[src/rtl/win_sum_fifo.sv]
// First-word-fall-through FIFO for signed window sums; a written word shows on rd_data one edge after the write.
// Consumer drains through a valid/ready handshake; when full, a write is accepted only alongside a pop, otherwise it is dropped and overflow latches.
module win_sum_fifo #(
    parameter int DATA_W   = 38,
    parameter int DEPTH    = 16,
    parameter int AW       = 4,
    parameter int AF_LEVEL = 12
) (
    input  logic              clk,
    input  logic              rst,
    input  logic              wr_en,
    input  logic [DATA_W-1:0] wr_data,
    input  logic              rd_ready,
    output logic              rd_valid,
    output logic [DATA_W-1:0] rd_data,
    output logic [AW:0]       count,
    output logic              full,
    output logic              empty,
    output logic              almost_full,
    output logic              overflow,
    input  logic              clr_ovf
);

    logic [DATA_W-1:0] mem [DEPTH];
    logic [AW-1:0]     wr_ptr;
    logic [AW-1:0]     rd_ptr;
    logic              push;
    logic              pop;

    assign empty       = (count == '0);
    assign full        = (count == (AW+1)'(DEPTH));
    assign almost_full = (count >= (AW+1)'(AF_LEVEL));
    assign rd_valid    = ~empty;
    assign rd_data     = rd_valid ? mem[rd_ptr] : '0;

    // A write into a full FIFO is still taken when the head leaves in the same cycle.
    assign pop  = rd_valid & rd_ready;
    assign push = wr_en & (~full | pop);

    always_ff @(posedge clk) begin
        if (rst) begin
            wr_ptr   <= '0;
            rd_ptr   <= '0;
            count    <= '0;
            overflow <= 1'b0;
        end else begin
            if (push) wr_ptr <= wr_ptr + 1'b1;
            if (pop)  rd_ptr <= rd_ptr + 1'b1;
            case ({push, pop})
                2'b10:   count <= count + 1'b1;
                2'b01:   count <= count - 1'b1;
                default: count <= count;
            endcase
            if (wr_en & ~push)  overflow <= 1'b1;
            else if (clr_ovf)   overflow <= 1'b0;
        end
    end

    always_ff @(posedge clk) begin
        if (push && !rst) mem[wr_ptr] <= wr_data;
    end

endmodule

[config.mk]
export PLATFORM = sky130hd
export DESIGN_NAME = win_sum_fifo
export DESIGN_NICKNAME = d
export VERILOG_FILES = /design/src/rtl/win_sum_fifo.sv
export SDC_FILE = /design/constraint.sdc
export NUM_CORES = 1
export LEC_CHECK = 0
export ABC_CLOCK_PERIOD_IN_PS = 4100
export BUFFER_PORTS_ARGS = -buffer_cell sky130_fd_sc_hd__buf_4
export CORE_MARGIN = 1
export CORE_UTILIZATION = 55
export CTS_CLUSTER_DIAMETER = 40
export CTS_CLUSTER_SIZE = 10
export DETAILED_ROUTE_END_ITERATION = 12
export PLACE_DENSITY = 0.78
export SYNTH_ARGS = -nofsm -noshare
export SYNTH_HDL_FRONTEND = slang
export SYNTH_SLANG_ARGS = --single-unit
[constraint.sdc]
create_clock -name clk -period 4.1 [get_ports clk]
set_clock_uncertainty 0.2 [all_clocks]
set_input_delay 0.82 -clock clk [delete_from_list [all_inputs] [get_ports clk]]
set_output_delay 0.82 -clock clk [all_outputs]
set_load 0.05 [all_outputs]
# Yosys cells after proc, flatten, opt, wreduce, memory -nomap -nowiden
# Memories as Yosys holds them, arrays and structs flattened. A register that Yosys moved wholly into a read port is not among the register bits.
# Cells that the tools add are included.
# W data, S select, Z words.
# op_classes
eq_ne,3
n_reduce_logical,5
magnitude_cmp,1
mux,8
addsub,4
bitwise,7
# op_table
operator,count
$mux W38,1
$pmux W5 S2,1
$add A4 B1 Y4 const B,2
$mux W4,2
$add A5 B1 Y5 const B,1
$eq A5 B5 Y1 const B,1
$ge A5 B4 Y1 const B,1
$logic_not A5 Y1,1
$sub A5 B1 Y5 const B,1
$mux W1,4
$reduce_bool A2 Y1,2
$and A1 B1 Y1,3
$not A1 Y1,3
$eq A2 B1 Y1 const B,1
$eq A2 B2 Y1 const B,1
$logic_and A1 B1 Y1,1
$logic_not A1 Y1,1
$or A1 B1 Y1,1
# word_totals
memories,1
word_cells,33
input_bits,43
out_inout_bits,48
register_bits,14
ramBits,608
# memory_table
memory,depth,width,read_ports,rd_clocked_by_memory_dff,wr,line,rtl
mem,16,38,1,1,1,24,logic [DATA_W-1:0] mem [DEPTH];

# Logic depth before layout (Yosys ltp)
# logic_depth
ltp_word,8
ltp_mapped,9
ltp_nobuf,8

# Worst setup path after synthesis
# No wires, ideal clock.
# synth_timing
kind,input-to-reg
startpoint,input wr_en
endpoint,"memory mem[0][0], enable pin"
stages,4
t_arrival_ps,3058
path_slack_ps,408
cell_sequence,clkbuf_1 > o31a_4 > nand2_1 > nor2_1
# synth_between
elab_chain_cells,4
# synth_rtl
element,line,rtl
from (decl),11,"input logic wr_en,"
$and A1 B1 Y1,38,assign push = wr_en & (~full | pop);
$logic_and A1 B1 Y1,60,if (push && !rst) mem[wr_ptr] <= wr_data;
$mux W1,60,
$mux W1 (not written as such),60,
to (decl),24,
# No other way between the ends.

# Worst setup path after layout
# layout_timing
startpoint,register count[0]
endpoint,output rd_data[5]
# layout_between
elab_chain_cells,2
# layout_rtl
element,line,rtl
from (decl),16,"output logic [AW:0] count,"
from (signal assigned),50,2'b10: count <= count + 1'b1;
from (signal assigned),51,2'b01: count <= count - 1'b1;
from (signal assigned),52,default: count <= count;
$logic_not A5 Y1,30,assign empty = (count == '0);
$mux W38,34,assign rd_data = rd_valid ? mem[rd_ptr] : '0;
to (decl),15,"output logic [DATA_W-1:0] rd_data,"
# No other way between the ends.

==> metrics <==
Vias per Instance 6.32; initial antenna violation count 3; grt ovf 0; Syn-to-layout area delta 17.5%; Fin Setup TNS 0 ns; Syn Area/Cell 21.8 um^2; most common cell after layout, fill and taps aside edfxtp_1; Post-Synth Simple-Gate Area 2.97%; CTS tree yes; hold_buf cts 0; Final period util 95.9%; Yosys warning count 0; leading cell types in the layout, fill and taps excluded edfxtp_1 (608), mux4_2 (152), buf_4 (106); vias in the first global route 12700; Synth Area in Compound Gates 1.91%; Slew Limit Fails 0; Max Used Layer met5; row cnt 76; Yosys reg bits 626; Die H 212 um; Clock transition at path regs 0.05 ns; crit path cell chain nor4_2 -> nand2_4 -> nand2b_2 -> buf_12 -> o211ai_1 -> buf_4; CTS sink count 626; Util after Layout 65.8%; routed wl met3 4410 um; Final #Nets 1307; worst setup path class register to output pin; Die W 212 um; area share of the largest cell type after synthesis 75.6%; first-pass GRT wire length 80100 um; CP Capture Type output pin; mux contribution to synthesized area 16.0%; area share of xor/xnor cells in the synthesized design 0.181%; WP data arrival 2.91 ns; async set-or-reset flop fraction in the synthesized netlist 0%; area share of fa/ha/maj cells after synthesis 0.497%; CTS H-tree depth 3; setup violators final 0; pin count of the biggest net entering global routing 50; Skew-Pair Late Insertion Delay 0.62 ns; Max Cap Viol 0; gpl congestion 0.779; Post-Syn Area 24200 um^2; cell count after synthesis 1110; leading area contributor after synthesis edfxtp_1; run status complete, no violations; Worst Tran Pin Value 0.802 ns; crit-path max FO 24; worst endpoint required time 3.08 ns; Remaining DRCs 0; I/O pins 91; post-synthesis net count 1162; Max Clk Rate 0.254 GHz; Total GRT Usage 25.2%; die footprint 44800 um^2; Main synth FF type edfxtp_1; routed length per instance 28.7 um; met2 wire length 27600 um; post-layout min period 3.93 ns; pwr dens 657 nW/um^2; drt pass-1 iters 5; 1st-iter DRT viols 1557; CTS Root Buffer Type clkbuf_16; Non-Filler Instances 1888; CTS Buf Count 81; Post-DP HPWL 27900 um; type of the worst min-delay path register to register; Placed Cells 1757; Core Region 43200 um^2; via count 11900; Crit-path slowest cell nor4_2; number of buffers added for setup after CTS 0; Port Buffers 90; sequential area share after synthesis 77.1%; unrepaired setup endpoints after global routing false; Final Hold Viols 0; total length of routed wires 54100 um; layout cells sized above 1 31.9%; Startpoint Class register; DRT met1 WL 20500 um; Starting Density 56.0%; total leakage power 8.82 nW; Post-synth EDFFs 608; Slew headroom 46.4%; fill cell total of the finished layout 2704; Synth area leaders edfxtp_1 (76%), mux4_2 (14%), mux2i_1 (1.7%); post-synthesis cell type count 45; ANT nets after route 0; post-cts resize count 0; CP max stage delay 0.59 ns; clk buf depth 3; Worst IR Drop VDD 653 uV; largest family of logic cells by synthesized area multiplexers
## metal layers
metal / up-vias / global-route usage [%]
li1: 4963 / -
met1: 6242 / 32.9
met2: 612 / 41.9
met3: 118 / 5.09
met4: 4 / 10.0
met5: - / 0
## critical path, delay by kind of cell (launching register included)
family,cells,cell delay [ns]
AND/OR/NAND/NOR,3,1.23
buffers and inverters,2,0.49
flip-flops,1,0.36
AO/OA/AOI/OAI,1,0.22
## area by class of cell
| cell class | instances | area (um^2) | area share, % |
|---|---|---|---|
| Timing Repair Buffer | 126 | 1200 | 4.21 |
| Multi-Input combinational cell | 412 | 5340 | 18.8 |
| Clock inverter | 31 | 335 | 1.18 |
| Antenna cell | 1 | 2.50 | 0.00881 |
| Clock buffer | 99 | 2130 | 7.49 |
| Inverter | 8 | 30.0 | 0.106 |
| Sequential cell | 626 | 18600 | 65.6 |
| Tap cell | 585 | 732 | 2.58 |
## flip-flops by register name (all words and copies together), names as in the netlist, named ones only
| register | flops |
|---|---|
| mem | 608 |
| count | 5 |
| rd_ptr | 4 |
| wr_ptr | 4 |
| overflow | 1 |
## cell families after synthesis
family	Yosys count
multiplexers	195
adder cells (fa/ha/maj)	9
AND/OR/NAND/NOR	144
AO/OA/AOI/OAI	59
flip-flops	626
XOR/XNOR	5
buffers and inverters	72
## worst paths after layout
kind / slack [ns] / cells after the start / from / end
setup / recovery: 0.17 / 6 / count[0] / rd_data[5]
hold / removal: 0.28 / 2 / overflow / overflow
setup reg to reg: 1.20 / 8 / count[0] / count[4]
hold reg to reg: 0.28 / 2 / overflow / overflow
## synth_stat cells (all sizes together) (2+ instances only)
cell    number
buf         37
nand2        9
inv          8
mux2i       41
xnor2        2
a21oi        5
nand3       80
nand4        2
o21ai        5
mux2         2
nor3         4
xor2         3
dfxtp       18
clkbuf      27
ha           8
or3          2
o211ai      40
mux4       152
nor2        29
edfxtp     608
nor2b        6
nand2b       5
o21a         3
## report_power, final
part	internal, mW	total (mW)	switching [mW]
sequential	7.14	7.28	0.148
clock	3.98	6.56	2.58
combinational	1.75	4.80	3.06
total	12.9	18.6	5.79
## through the flow
stage | setup WS [ns] | total power, mW | hold slack (ns) | instance area (um^2)
after CTS | 0.180 | 18.7 | 0.268 | 28400
final | 0.169 | 18.6 | 0.281 | 28400
after floorplan | 0.408 | 10.7 | 0.268 | 24200
after detailed placement | 0.820 | 12.2 | 0.284 | 25900
after global routing | 0.0529 | 19.2 | 0.294 | 28400
after global placement | 0.879 | 12.1 | 0.263 | 25900
Power figures use the tool's default switching activity.
